===== src/rtl/rpc2_ctrl_axi_rd_data_control_pkg.sv =====
// Shared definitions for the AXI read-data return path of the RPC2 controller.
package rpc2_ctrl_axi_rd_data_control_pkg;

  typedef enum logic [0:0] {
    ST_IDLE  = 1'b0,
    ST_BURST = 1'b1
  } rd_state_t;

  localparam logic [1:0] RESP_OKAY   = 2'b00;
  localparam logic [1:0] RESP_SLVERR = 2'b10;

  // Map the IP per-word error flag onto an AXI response code.
  function automatic logic [1:0] resp_for(input logic err);
    return err ? RESP_SLVERR : RESP_OKAY;
  endfunction

endpackage


===== src/rtl/rpc2_ctrl_rd_lane_mask.sv =====
// Lane strobe helper: next-beat strobe rotation and byte-to-bit mask expansion.
module rpc2_ctrl_rd_lane_mask #(
  parameter int NB = 4
) (
  input  logic [NB-1:0]   strb,
  input  logic [1:0]      size,
  output logic [NB-1:0]   strb_next,
  output logic [8*NB-1:0] bit_mask
);

  localparam logic [3:0] NB_L = 4'(NB);

  logic [3:0]      step;
  logic [2*NB-1:0] dbl;

  assign step = 4'd1 << size;
  // Shifting the doubled strobe leaves the rotated copy in the upper half.
  assign dbl  = {strb, strb} << step;

  // A beat as wide as the bus always covers every lane afterwards, even when
  // the first beat was an unaligned partial word.
  always_comb begin
    strb_next = dbl[2*NB-1:NB];
    if (step >= NB_L) begin
      strb_next = '1;
    end
  end

  for (genvar g = 0; g < NB; g++) begin : g_lane
    assign bit_mask[8*g +: 8] = {8{strb[g]}};
  end

endmodule


===== src/rtl/rpc2_ctrl_axi_rd_data_control.sv =====
// AXI read-data channel controller: pops per-burst descriptors, shapes IP read
// words into R beats (lane masking, RID/RRESP/RLAST) and paces the IP source.
module rpc2_ctrl_axi_rd_data_control
  import rpc2_ctrl_axi_rd_data_control_pkg::*;
#(
  parameter int C_AXI_ID_WIDTH   = 4,
  parameter int C_AXI_DATA_WIDTH = 32
) (
  input  logic                          clk,
  input  logic                          reset_n,
  input  logic                          arid_fifo_empty,
  input  logic [C_AXI_ID_WIDTH-1:0]     arid_id,
  input  logic [7:0]                    arid_len,
  input  logic [1:0]                    arid_size,
  input  logic [C_AXI_DATA_WIDTH/8-1:0] arid_strb,
  output logic                          arid_fifo_rd_en,
  input  logic                          rdat_valid,
  input  logic [C_AXI_DATA_WIDTH-1:0]   rdat_data,
  input  logic                          rdat_err,
  output logic                          rdat_ready,
  output logic [C_AXI_ID_WIDTH-1:0]     AXI_RID,
  output logic [C_AXI_DATA_WIDTH-1:0]   AXI_RDATA,
  output logic [1:0]                    AXI_RRESP,
  output logic                          AXI_RLAST,
  output logic                          AXI_RVALID,
  input  logic                          AXI_RREADY
);

  localparam int NB = C_AXI_DATA_WIDTH / 8;

  rd_state_t                   state_q;
  rd_state_t                   state_nxt;
  logic [C_AXI_ID_WIDTH-1:0]   id_q;
  logic [7:0]                  len_q;
  logic [1:0]                  size_q;
  logic [NB-1:0]               strb_q;
  logic [7:0]                  cnt_q;
  logic [NB-1:0]               strb_next;
  logic [C_AXI_DATA_WIDTH-1:0] bit_mask;
  logic                        slot_free;
  logic                        load;
  logic                        last_beat;

  rpc2_ctrl_rd_lane_mask #(
    .NB(NB)
  ) u_lane_mask (
    .strb      (strb_q),
    .size      (size_q),
    .strb_next (strb_next),
    .bit_mask  (bit_mask)
  );

  assign slot_free = !AXI_RVALID || AXI_RREADY;
  assign last_beat = (cnt_q == len_q);
  assign load      = (state_q == ST_BURST) && slot_free && rdat_valid;
  // The IP word is retired only once its top lane has been sent or the burst ends.
  assign rdat_ready = load && (strb_q[NB-1] || last_beat);

  // State register.
  always_ff @(posedge clk or negedge reset_n) begin
    if (!reset_n) begin
      state_q <= ST_IDLE;
    end else begin
      state_q <= state_nxt;
    end
  end

  // Next-state and descriptor pop decode.
  always_comb begin
    state_nxt       = state_q;
    arid_fifo_rd_en = 1'b0;
    unique case (state_q)
      ST_IDLE: begin
        if (!arid_fifo_empty && reset_n) begin
          arid_fifo_rd_en = 1'b1;
          state_nxt       = ST_BURST;
        end
      end
      ST_BURST: begin
        if (load && last_beat) begin
          state_nxt = ST_IDLE;
        end
      end
      default: state_nxt = ST_IDLE;
    endcase
  end

  // Burst registers: captured on pop, strobe and beat count advanced per load.
  always_ff @(posedge clk or negedge reset_n) begin
    if (!reset_n) begin
      id_q   <= '0;
      len_q  <= '0;
      size_q <= '0;
      strb_q <= '0;
      cnt_q  <= '0;
    end else if (arid_fifo_rd_en) begin
      id_q   <= arid_id;
      len_q  <= arid_len;
      size_q <= arid_size;
      strb_q <= arid_strb;
      cnt_q  <= '0;
    end else if (load) begin
      strb_q <= strb_next;
      cnt_q  <= cnt_q + 8'd1;
    end
  end

  // R channel output slot; contents only change when the slot is free.
  always_ff @(posedge clk or negedge reset_n) begin
    if (!reset_n) begin
      AXI_RVALID <= 1'b0;
      AXI_RLAST  <= 1'b0;
      AXI_RRESP  <= RESP_OKAY;
      AXI_RID    <= '0;
      AXI_RDATA  <= '0;
    end else if (load) begin
      AXI_RVALID <= 1'b1;
      AXI_RLAST  <= last_beat;
      AXI_RRESP  <= resp_for(rdat_err);
      AXI_RID    <= id_q;
      AXI_RDATA  <= rdat_data & bit_mask;
    end else if (slot_free) begin
      AXI_RVALID <= 1'b0;
    end
  end

endmodule


===== config.mk =====
export PLATFORM = sky130hd
export DESIGN_NAME = rpc2_ctrl_axi_rd_data_control
export DESIGN_NICKNAME = d
export VERILOG_FILES = /design/src/rtl/rpc2_ctrl_axi_rd_data_control_pkg.sv /design/src/rtl/rpc2_ctrl_rd_lane_mask.sv /design/src/rtl/rpc2_ctrl_axi_rd_data_control.sv
export SDC_FILE = /design/constraint.sdc
export NUM_CORES = 1
export LEC_CHECK = 0
export ABC_AREA = 1
export CAP_MARGIN = 20
export CELL_PAD_IN_SITES_DETAIL_PLACEMENT = 1
export CELL_PAD_IN_SITES_GLOBAL_PLACEMENT = 1
export CORE_MARGIN = 2
export CORE_UTILIZATION = 24
export DETAILED_ROUTE_END_ITERATION = 7
export PLACE_DENSITY = 0.72
export SYNTH_ARGS = -nofsm -noshare
export SYNTH_HDL_FRONTEND = slang
export SYNTH_SLANG_ARGS = --single-unit

===== constraint.sdc =====
create_clock -name clk -period 1.8 [get_ports clk]
set_input_delay 0.36 -clock clk [delete_from_list [all_inputs] [get_ports clk]]
set_output_delay 0.36 -clock clk [all_outputs]
set_load 0.05 [all_outputs]

==> flow_metrics.env, run 1 <==
export IMPL_run_status="finished, violations left"
export IMPL_violations="setup timing"
export IMPL_timing_clock_skew_ps=2.880
export IMPL_critPathSlowestCell="sky130_fd_sc_hd__dfrtp_1"
export IMPL_cell_family_with_the_largest_share_of_critical_path_delay="simple AND/OR/NAND/NOR gates"
export IMPL_regToRegSetupSlack_ps=380
export IMPL_yosys_register_bits=66
export IMPL_maxCapViolations=0
export IMPL_detailed_placement_hpwl_mm=6.430
export IMPL_postLayoutSetupSlackWorst_ps=-169.3
export IMPL_p_clk_frac=0.341
export IMPL_endpoint_kind="output pin"
export IMPL_synth_top_cell_area_share=0.5641
export IMPL_globalRouteOverflowTotal=0
export IMPL_final_core_utilization=0.3703
export IMPL_clock_pin_slew_on_the_worst_setup_and_hold_paths_ps=60
export IMPL_power_density_nw_per_um2=1258
export IMPL_timing_final_setup_violations=1
export IMPL_capturing_point_of_the_worst_reg2reg_path="cnt_q[4]$_DFFE_PN0P_"
export IMPL_rsz0062_at_grt="yes"
export IMPL_tritoncts_num_sinks=66
export IMPL_gp_congestion=0.7999
export IMPL_overall_global_routing_usage=0.1418
export IMPL_rows=40
export IMPL_ant_nets=0
export IMPL_power_switching_fraction=0.3552
export IMPL_timing_max_transition_violations_final=0
export IMPL_critPathArrivalTime_ps=1610
export IMPL_synth_net_count=412
export IMPL_fp_coreArea_um2=11960
export IMPL_routed_wirelength_mm=9.017
export IMPL_combPwrFrac=0.312
export IMPL_firstDrtPassIters=4
export IMPL_timing_critical_path_required_ps=1440
export IMPL_vias_in_the_first_global_route=2914
export IMPL_num_io_pins=98
export IMPL_crit_type="reg -> out"
export IMPL_synth_cell_area_um2=2928
export IMPL_worst_ir_drop_vdd_mv=0.4360
export IMPL_ys_seq_area_frac=0.5641
export IMPL_power_share_sequential=0.347
export IMPL_drt_initial_drc_count=126
export IMPL_tritoncts="yes"
export IMPL_dpl_cell_count=593
export IMPL_synth_warnings=0
export IMPL_post_layout_nonfiller_instances=619
export IMPL_synthTopCellsByArea="sky130_fd_sc_hd__dfrtp_1 (56%), sky130_fd_sc_hd__nand2_1 (18%), sky130_fd_sc_hd__o21ai_1 (7.7%), sky130_fd_sc_hd__inv_1 (2.8%), sky130_fd_sc_hd__buf_2 (1.7%)"
export IMPL_drive_gt1_frac=0.2161
export IMPL_drcViolationCount=0
export IMPL_cts_buffer_depth=2
export IMPL_timing_final_hold_violations=0
export IMPL_post_synthesis_cells=355
export IMPL_cts_htree_levels=3
export IMPL_path_max_fanout=2
export IMPL_layout_cells_most_common="sky130_fd_sc_hd__nand2_1"
export IMPL_shortest_clock_period_the_worst_path_allows_after_layout_ps=1969
export IMPL_grt_pass1_wl_mm=14.42
export IMPL_post_synth_cell_area_avg_um2=8.247
export IMPL_cp_start_kind="flip-flop"
export IMPL_hold_slack_ps=133.7
export IMPL_antenna_cells_inserted=0
export IMPL_grt_antenna_before_repair=0
export IMPL_synth_top_cell_by_area="sky130_fd_sc_hd__dfrtp_1"
export IMPL_power_static_leakage_uw=0.002175
export IMPL_area_growth_pct=51.28
export IMPL_die_height_um=114.5
export IMPL_cts_buffers=9
export IMPL_nNetsFinal=524
export IMPL_chipWidth_um=114.5
export IMPL_design_power_total_uw=5572
export IMPL_root_buffer="sky130_fd_sc_hd__clkbuf_16"
export IMPL_worst_hold_path_type="in -> async"
export IMPL_effective_utilization_at_floorplan=0.2448
export IMPL_post_route_period_util=1.094
export IMPL_grt_max_degree=67
export IMPL_maxClockFrequency_ghz=0.5078
export IMPL_via_per_inst=4.462
export IMPL_critical_path_reg2reg_startpoint="cnt_q[0]$_DFFE_PN0P_"
export IMPL_power_internal_uw=3593
export IMPL_detail_route_wl_per_cell_um=14.57
export IMPL_setup_total_negative_slack_ps=-169.3
export IMPL_placement_io_buffers=96
export IMPL_synth_cell_types=25
export IMPL_die_area_um2=13100
export IMPL_crit_chain="xor2_1 -> nor2_1 -> nand2_1 -> or2_1 -> nand2_2 -> buf_12"
export IMPL_crit_buf_inv=1
export IMPL_worst_path_largest_cell_delay_ps=390
export IMPL_layout_cells_most_common_list="sky130_fd_sc_hd__nand2_1 (141), sky130_fd_sc_hd__dfrtp_1 (65), sky130_fd_sc_hd__buf_4 (61)"
export IMPL_vias=2762
export IMPL_p_sw_uw=1979
export IMPL_worstRegToRegCells=8
export IMPL_clk_insertion_delay_late_ps=330
[worst max path at each step]
stage	cells after the start	endpoint	start
final	6	rdat_ready	cnt_q[3]$_DFFE_PN0P_
after CTS	6	rdat_ready	cnt_q[3]$_DFFE_PN0P_
after global routing	8	rdat_ready	cnt_q[1]$_DFFE_PN0P_
after floorplan	6	rdat_ready	AXI_RVALID$_DFFE_PN0P_
after global placement	9	rdat_ready	AXI_RREADY
after detailed placement	9	rdat_ready	AXI_RREADY
[cells in the mapped netlist]
cell type,n
sky130_fd_sc_hd__nor3_1,2
sky130_fd_sc_hd__nand3b_1,1
sky130_fd_sc_hd__xor2_1,1
sky130_fd_sc_hd__or2_1,1
sky130_fd_sc_hd__nand2_1,144
sky130_fd_sc_hd__clkbuf_1,4
sky130_fd_sc_hd__a21oi_1,2
sky130_fd_sc_hd__o21bai_1,1
sky130_fd_sc_hd__inv_1,22
sky130_fd_sc_hd__o221ai_1,3
sky130_fd_sc_hd__nor2_2,2
sky130_fd_sc_hd__nand3_1,10
sky130_fd_sc_hd__o211ai_1,1
sky130_fd_sc_hd__buf_4,5
sky130_fd_sc_hd__buf_2,10
sky130_fd_sc_hd__dfrtp_1,66
sky130_fd_sc_hd__nand4_1,4
sky130_fd_sc_hd__nor3_2,2
sky130_fd_sc_hd__nand2_4,1
sky130_fd_sc_hd__conb_1,1
sky130_fd_sc_hd__o21ai_0,7
sky130_fd_sc_hd__ha_1,1
sky130_fd_sc_hd__o21ai_1,45
sky130_fd_sc_hd__inv_2,10
sky130_fd_sc_hd__nor2_1,9
[cell families (layout without fill, tap and decap cells)]
| logic type | after synthesis | count (layout) | synth area share |
|---|---|---|---|
| AND/OR/NAND/NOR | 176 | 176 | 0.2449 |
| flip-flops | 66 | 66 | 0.5641 |
| buffers and inverters | 51 | 168 | 0.07607 |
| AO/OA/AOI/OAI | 59 | 59 | 0.1064 |
| XOR/XNOR | 1 | 1 | 0.002992 |
| adder cells (fa/ha/maj) | 1 | 1 | 0.004273 |
| other | 1 | 1 | 0.001281 |
[state kept, by name, summed over array words and instances (netlist names)]
name,count
cnt_q,8
size_q,2
state_q,1
len_q,8
id_q,4
AXI_RDATA,32
AXI_RVALID,1
AXI_RLAST,1
strb_q,4
AXI_RID,4
AXI_RRESP,1
[area by class of cell]
| cell class | count | area, um2 |
|---|---|---|
| Inverter | 32 | 120.1 |
| Sequential cell | 66 | 1653 |
| Clock buffer | 10 | 229.0 |
| Multi-Input combinational cell | 238 | 1071 |
| Timing Repair Buffer | 120 | 1082 |
| Clock inverter | 6 | 90.09 |
| Fill cell | 1424 | 7532 |
| Tap cell | 147 | 183.9 |
[routing by layer]
| layer | up-vias | part of all wire | global-route usage |
|---|---|---|---|
| li1 | 1343 | - | - |
| met1 | 1312 | 0.45 | 0.1842 |
| met2 | 93 | 0.48 | 0.2339 |
| met3 | 14 | 0.058 | 0.03706 |
| met4 | 0 | 0.011 | 0.03902 |
| met5 | - | 0 | 0 |
[power by group through the flow]
stage	Combinational [uW]	Clock [uW]	Sequential, uW
floorplan	580	0	2360
global placement	1560	0	1960
detailed placement	1610	0	1980
CTS	1670	1960	1940
global route	1890	2030	1970
finish	1740	1900	1930
[through the flow]
| stage | instance area, um2 | setup WS [ps] |
|---|---|---|
| floorplan | 2930 | 16.67 |
| global placement | 4020 | -181.2 |
| detailed placement | 4020 | -225.5 |
| CTS | 4379 | -193.5 |
| global route | 4429 | -245.1 |
| finish | 4429 | -169.3 |
[timing repair]
action | CTS | global route
pin swaps | 2 | 5
hold buffers | 0 | 0
endpoints found under the setup margin | 1 | 1
buffers inserted | 4 | 6
gates resized for setup | 6 | 1
(Power assumes the default switching activity.)
==> run 2, diff against run 1 <==
--- a/config.mk
+++ b/config.mk
@@ -12,7 +12,7 @@
 export CORE_MARGIN = 2
 export CORE_UTILIZATION = 24
 export DETAILED_ROUTE_END_ITERATION = 7
-export PLACE_DENSITY = 0.72
+export PLACE_DENSITY_LB_ADDON = 0.12
 export SYNTH_ARGS = -nofsm -noshare
 export SYNTH_HDL_FRONTEND = slang
 export SYNTH_SLANG_ARGS = --single-unit
==> run 2 against run 1 <==
Net effect:
- the flow still finishes with violations (setup timing)
- critical path depth up 1
- register-to-register slack worse by 70 ps
- combinational power down 4%
- via count down 4.2%
- clock-buffer cell count unchanged
- hold slack better by 120 ps
- maximum frequency up 1.3%
- utilization down 0.28 points
- critical path type unchanged
- critical endpoint unchanged
==> flow_metrics.env, run 2 (synthesis results as in run 1) <==
export IMPL_slew_limit_headroom=0.4075
export IMPL_cp_start_kind="flip-flop"
export IMPL_num_io_pins=98
export IMPL_timing_clock_skew_ps=6.245
export IMPL_multiInputGateArea_um2=1079
export IMPL_num_fill_cells=1405
export IMPL_ant_nets=0
export IMPL_capturing_point_of_the_worst_reg2reg_path="AXI_RDATA[28]$_DFFE_PN0P_"
export IMPL_dpl_cell_count=592
export IMPL_detail_route_wl_per_cell_um=13.75
export IMPL_maxCapViolations=0
export IMPL_violations="setup timing"
export IMPL_power_static_leakage_uw=0.002160
export IMPL_cts_htree_levels=3
export IMPL_setup_worst_path_start="cnt_q[2]$_DFFE_PN0P_"
export IMPL_gp_congestion=0.7412
export IMPL_worst_ir_drop_vdd_mv=0.3693
export IMPL_vias=2646
export IMPL_cts_buffers=9
export IMPL_clock_pin_slew_on_the_worst_setup_and_hold_paths_ps=60
export IMPL_timing_final_setup_violations=1
export IMPL_detailed_placement_hpwl_mm=6.057
export IMPL_via_per_inst=4.295
export IMPL_rows=40
export IMPL_preCtsSetupSlack_ps=-253.8
export IMPL_drive_gt1_frac=0.2239
export IMPL_die_area_um2=13100
export IMPL_postLayoutSetupSlackWorst_ps=-143.2
export IMPL_grt_antenna_before_repair=0
export IMPL_largest_reg_flops=32
export IMPL_tritoncts_num_sinks=66
export IMPL_root_buffer="sky130_fd_sc_hd__clkbuf_16"
export IMPL_cts_buffer_depth=2
export IMPL_setup_total_negative_slack_ps=-143.2
export IMPL_worst_hold_path_type="in -> async"
export IMPL_placement_io_buffers=96
export IMPL_worstMarginPinSlew_ps=888.7
export IMPL_regToRegSetupSlack_ps=310
export IMPL_clk_insertion_delay_late_ps=330
export IMPL_globalRouteOverflowTotal=0
export IMPL_post_cts_hold_buffer_count=0
export IMPL_antenna_cells_inserted=0
export IMPL_critical_path_reg2reg_startpoint="state_q$_DFF_PN0_"
export IMPL_grt_max_degree=67
export IMPL_critical_path_endpoint="rdat_ready"
export IMPL_power_density_nw_per_um2=1251
export IMPL_reg_top3="AXI_RDATA (32), cnt_q (8), len_q (8)"
export IMPL_timing_max_transition_violations_final=0
export IMPL_die_height_um=114.5
export IMPL_worstRegToRegCells=7
export IMPL_design_power_total_uw=5499
export IMPL_area_growth_pct=50.13
export IMPL_maxClockFrequency_ghz=0.5146
export IMPL_post_route_period_util=1.080
export IMPL_post_layout_nonfiller_instances=616
export IMPL_layout_cells_most_common_list="sky130_fd_sc_hd__nand2_1 (141), sky130_fd_sc_hd__dfrtp_1 (64), sky130_fd_sc_hd__buf_4 (61)"
export IMPL_grt_pass1_wl_mm=13.98
export IMPL_run_status="finished, violations left"
export IMPL_drcViolationCount=0
export IMPL_timing_critical_path_required_ps=1440
export IMPL_overall_global_routing_usage=0.1371
export IMPL_drt_initial_drc_count=136
export IMPL_vias_in_the_first_global_route=2777
export IMPL_path_max_fanout=4
export IMPL_effective_utilization_at_floorplan=0.2448
export IMPL_shortest_clock_period_the_worst_path_allows_after_layout_ps=1943
export IMPL_regMostFlops="AXI_RDATA"
export IMPL_timing_final_hold_violations=0
export IMPL_fp_coreArea_um2=11960
export IMPL_endpoint_kind="output pin"
export IMPL_tritoncts="yes"
export IMPL_chipWidth_um=114.5
export IMPL_crit_type="reg -> out"
export IMPL_routed_wirelength_mm=8.473
export IMPL_layout_cells_most_common="sky130_fd_sc_hd__nand2_1"
export IMPL_nNetsFinal=522
export IMPL_firstDrtPassIters=4
export IMPL_critPathArrivalTime_ps=1580
export IMPL_final_seq_area_um2=1654
export IMPL_rsz0062_at_grt="yes"
[run 2: repair_timing]
item                                    4_1_cts  5_1_grt
gates cloned                                  0        0
endpoints found under the setup margin        1        1
gates resized for setup                       9        4
pin swaps                                     6        5
buffers inserted                              8        1
[run 2: power by group]
| part | switching (uW) | total (uW) | internal, uW |
|---|---|---|---|
| clock network | 644 | 1880 | 1240 |
| registers | 210 | 1950 | 1730 |
| logic | 1050 | 1670 | 625 |
[run 2: worst min-delay path by stage]
| stage | from | end | slack, ps | cells past startpoint |
|---|---|---|---|---|
| after floorplan | reset_n | AXI_RDATA[0]$_DFFE_PN0P_ | 60 | 0 |
| after global placement | AXI_RDATA[10]$_DFFE_PN0P_ | AXI_RDATA[10]$_DFFE_PN0P_ | 470 | 2 |
| after detailed placement | AXI_RRESP[1]$_DFFE_PN0P_ | AXI_RRESP[1]$_DFFE_PN0P_ | 480 | 2 |
| after CTS | reset_n | id_q[3]$_DFFE_PN0P_ | 300 | 2 |
| after global routing | reset_n | id_q[3]$_DFFE_PN0P_ | 330 | 2 |
| final | reset_n | len_q[4]$_DFFE_PN0P_ | 250 | 2 |
[run 2: worst max-delay path: stages, from the launching register on]
cell and delay, ps:
sky130_fd_sc_hd__dfrtp_2 430, sky130_fd_sc_hd__nand2_1 70, sky130_fd_sc_hd__nand2_1 60, sky130_fd_sc_hd__nor2_2 130, sky130_fd_sc_hd__nand2_2 80, sky130_fd_sc_hd__or2_4 270
sky130_fd_sc_hd__nand2_4 80, sky130_fd_sc_hd__buf_12 130
[run 2: cell type report]
cell class	count	area share
Multi-Input combinational cell	238	0.2454
Sequential cell	66	0.3763
Clock buffer	10	0.05437
Timing Repair Buffer	118	0.2368
Clock inverter	5	0.01793
Inverter	32	0.02733
Tap cell	147	0.04184
[run 2: layer usage]
| metal | GRT usage | routed length [um] | vias to the layer above |
|---|---|---|---|
| li1 | - | - | 1338 |
| met1 | 0.1798 | 4050 | 1230 |
| met2 | 0.2197 | 3925 | 66 |
| met3 | 0.02806 | 358 | 12 |
| met4 | 0.05854 | 138 | 0 |
| met5 | 0 | 0 | - |
[run 2: through the flow]
stage	instance area, um2	hold slack, ps	utilization
floorplan	2930	64.41	-
global placement	3988	470.6	0.3334
detailed placement	3988	476.2	0.3334
CTS	4378	298.8	0.3660
global route	4395	333.5	0.3675
finish	4395	252.2	0.3675
==> run 3, diff against run 2 <==
--- a/config.mk
+++ b/config.mk
@@ -12,6 +12,7 @@
 export CORE_MARGIN = 2
 export CORE_UTILIZATION = 24
 export DETAILED_ROUTE_END_ITERATION = 7
+export DONT_BUFFER_PORTS = 1
 export PLACE_DENSITY_LB_ADDON = 0.12
 export SYNTH_ARGS = -nofsm -noshare
 export SYNTH_HDL_FRONTEND = slang
==> run 3 against run 2 <==
Net effect:
- the flow finishes with violations (hold timing, setup timing)
- setup slack gained 85 ps
- via count shrank 12%
- combinational power shrank 46%
- largest power group unchanged
==> flow_metrics.env, run 3 (synthesis results as in run 1) <==
export IMPL_critPathArrivalTime_ps=1500
export IMPL_power_switching_fraction=0.3571
export IMPL_power_share_sequential=0.473
export IMPL_crit_type="reg -> out"
export IMPL_worstMarginPinSlew_ps=506.2
export IMPL_largest_reg_flops=32
export IMPL_layout_cells_most_common="sky130_fd_sc_hd__nand2_1"
export IMPL_timing_final_setup_violations=1
export IMPL_postLayoutSetupSlackWorst_ps=-57.87
export IMPL_clk_insertion_delay_late_ps=330
export IMPL_worst_path_largest_cell_delay_ps=400
export IMPL_nNetsFinal=434
export IMPL_ant_nets=0
export IMPL_routed_wirelength_mm=8.267
export IMPL_final_seq_area_um2=1654
export IMPL_rsz0062_at_grt="yes"
export IMPL_critical_path_reg2reg_startpoint="state_q$_DFF_PN0_"
export IMPL_p_clk_frac=0.350
export IMPL_finalInstanceArea_um2=3638
export IMPL_reg_top3="AXI_RDATA (32), cnt_q (8), len_q (8)"
export IMPL_post_layout_nonfiller_instances=529
export IMPL_post_route_period_util=1.032
export IMPL_timing_final_hold_violations=66
export IMPL_rows=40
export IMPL_num_fill_cells=1424
export IMPL_run_status="finished, violations left"
export IMPL_layout_cells_most_common_list="sky130_fd_sc_hd__nand2_1 (141), sky130_fd_sc_hd__dfrtp_1 (64), sky130_fd_sc_hd__o21ai_1 (45)"
export IMPL_drt_initial_drc_count=103
export IMPL_chipWidth_um=114.5
export IMPL_tritoncts_num_sinks=66
export IMPL_dpl_cell_count=493
export IMPL_cts_buffer_depth=2
export IMPL_drive_gt1_frac=0.1702
export IMPL_detailed_placement_hpwl_mm=5.414
export IMPL_timing_clock_skew_ps=4.365
export IMPL_root_buffer="sky130_fd_sc_hd__clkbuf_16"
export IMPL_area_growth_pct=24.27
export IMPL_fp_coreArea_um2=11960
export IMPL_endpoint_kind="output pin"
export IMPL_timing_critical_path_required_ps=1440
export IMPL_slew_limit_headroom=0.6625
export IMPL_power_internal_uw=3256
export IMPL_clock_pin_slew_on_the_worst_setup_and_hold_paths_ps=50
export IMPL_multiInputGateArea_um2=1082
export IMPL_worst_hold_path_type="in -> async"
export IMPL_power_density_nw_per_um2=1392
export IMPL_vias=2322
export IMPL_die_area_um2=13100
export IMPL_effective_utilization_at_floorplan=0.2448
export IMPL_hold_slack_ps=-277.6
export IMPL_via_per_inst=4.389
export IMPL_critPathSlowestCell="sky130_fd_sc_hd__dfrtp_1"
export IMPL_shortest_clock_period_the_worst_path_allows_after_layout_ps=1858
export IMPL_firstDrtPassIters=4
export IMPL_cts_buffers=9
export IMPL_crit_chain="nand2_2 -> inv_2 -> nand2_4 -> inv_1 -> nand3_2 -> or2_4 -> nand2_8"
export IMPL_grt_max_degree=79
export IMPL_vias_in_the_first_global_route=2487
export IMPL_num_io_pins=98
export IMPL_power_static_leakage_uw=0.001783
export IMPL_timing_max_transition_violations_final=0
export IMPL_die_height_um=114.5
export IMPL_maxClockFrequency_ghz=0.5383
export IMPL_cts_htree_levels=3
export IMPL_regMostFlops="AXI_RDATA"
export IMPL_preCtsSetupSlack_ps=81.54
export IMPL_combPwrFrac=0.176
export IMPL_grt_pass1_wl_mm=12.90
export IMPL_grt_antenna_before_repair=0
export IMPL_path_max_fanout=2
export IMPL_p_sw_uw=1809
export IMPL_globalRouteOverflowTotal=0
export IMPL_antenna_cells_inserted=0
export IMPL_gp_congestion=0.7509
export IMPL_overall_global_routing_usage=0.1310
export IMPL_maxCapViolations=0
export IMPL_tritoncts="yes"
export IMPL_violations="hold timing, setup timing"
export IMPL_drcViolationCount=0
export IMPL_placement_io_buffers=0
export IMPL_setup_worst_path_start="state_q$_DFF_PN0_"
export IMPL_detail_route_wl_per_cell_um=15.63
export IMPL_final_core_utilization=0.3042
export IMPL_placed_cell_area_um2=3112
export IMPL_cp_start_kind="flip-flop"
export IMPL_worst_ir_drop_vdd_mv=0.3754
==> run 3: cell type report <==
class / count / share of cell area
flip-flops and latches: 66 / 0.4546
multi-input cells: 238 / 0.2975
repair buffers: 30 / 0.08150
clock buffers: 14 / 0.07256
well taps: 147 / 0.05055
inverters: 32 / 0.03370
clock inverters: 2 / 0.009629
==> run 3: path summary, 6_finish.rpt <==
check	endpoint	slack [ps]	cells after the start
setup / recovery	rdat_ready	-60	7
hold / removal	AXI_RDATA[22]$_DFFE_PN0P_	-280	0
setup reg to reg	state_q$_DFF_PN0_	120	12
hold reg to reg	AXI_RID[0]$_DFFE_PN0P_	510	2
max in group asynchronous	cnt_q[4]$_DFFE_PN0P_	1970	0
min in group clk	AXI_RRESP[1]$_DFFE_PN0P_	140	2
==> run 3: timing repair <==
item,in CTS,in global routing
gates cloned,0,2
hold endpoints to repair,66,66
endpoints found under the setup margin,1,3
resized for setup,6,6
setup buffers,14,6
pin swaps,7,8
==> run 3: stage by stage <==
stage               setup TNS (ps)  total power [uW]  hold WS (ps)
floorplan                        0              2942         64.41
global placement                 0              3158         65.95
detailed placement               0              3185         66.09
CTS                         -199.2              5132        -295.1
global route                -197.3              5385        -300.4
finish                      -57.87              5066        -277.6
==> run 3: power groups by stage <==
| stage | clock [uW] | sequential, uW | combinational (uW) |
|---|---|---|---|
| finish | 1770 | 2400 | 894 |
| global route | 1910 | 2440 | 1040 |
| CTS | 1840 | 2410 | 879 |
| detailed placement | 0 | 2460 | 730 |
| global placement | 0 | 2450 | 712 |
| floorplan | 0 | 2360 | 580 |
==> run 3: critical path: cells and delay by family (launching register included) <==
kind | cells | cell delay, ps
and+or+nand+nor | 5 | 610
DFF | 1 | 400
buffers and inverters | 2 | 160
==> run 3: routing by layer <==
metal / vias to the layer above / GRT usage / share of wire
met2: 65 / 0.2036 / 0.47
li1: 1165 / - / -
met4: 0 / 0.05935 / 0.017
met3: 11 / 0.04394 / 0.058
met5: - / 0 / 0
met1: 1081 / 0.1650 / 0.46
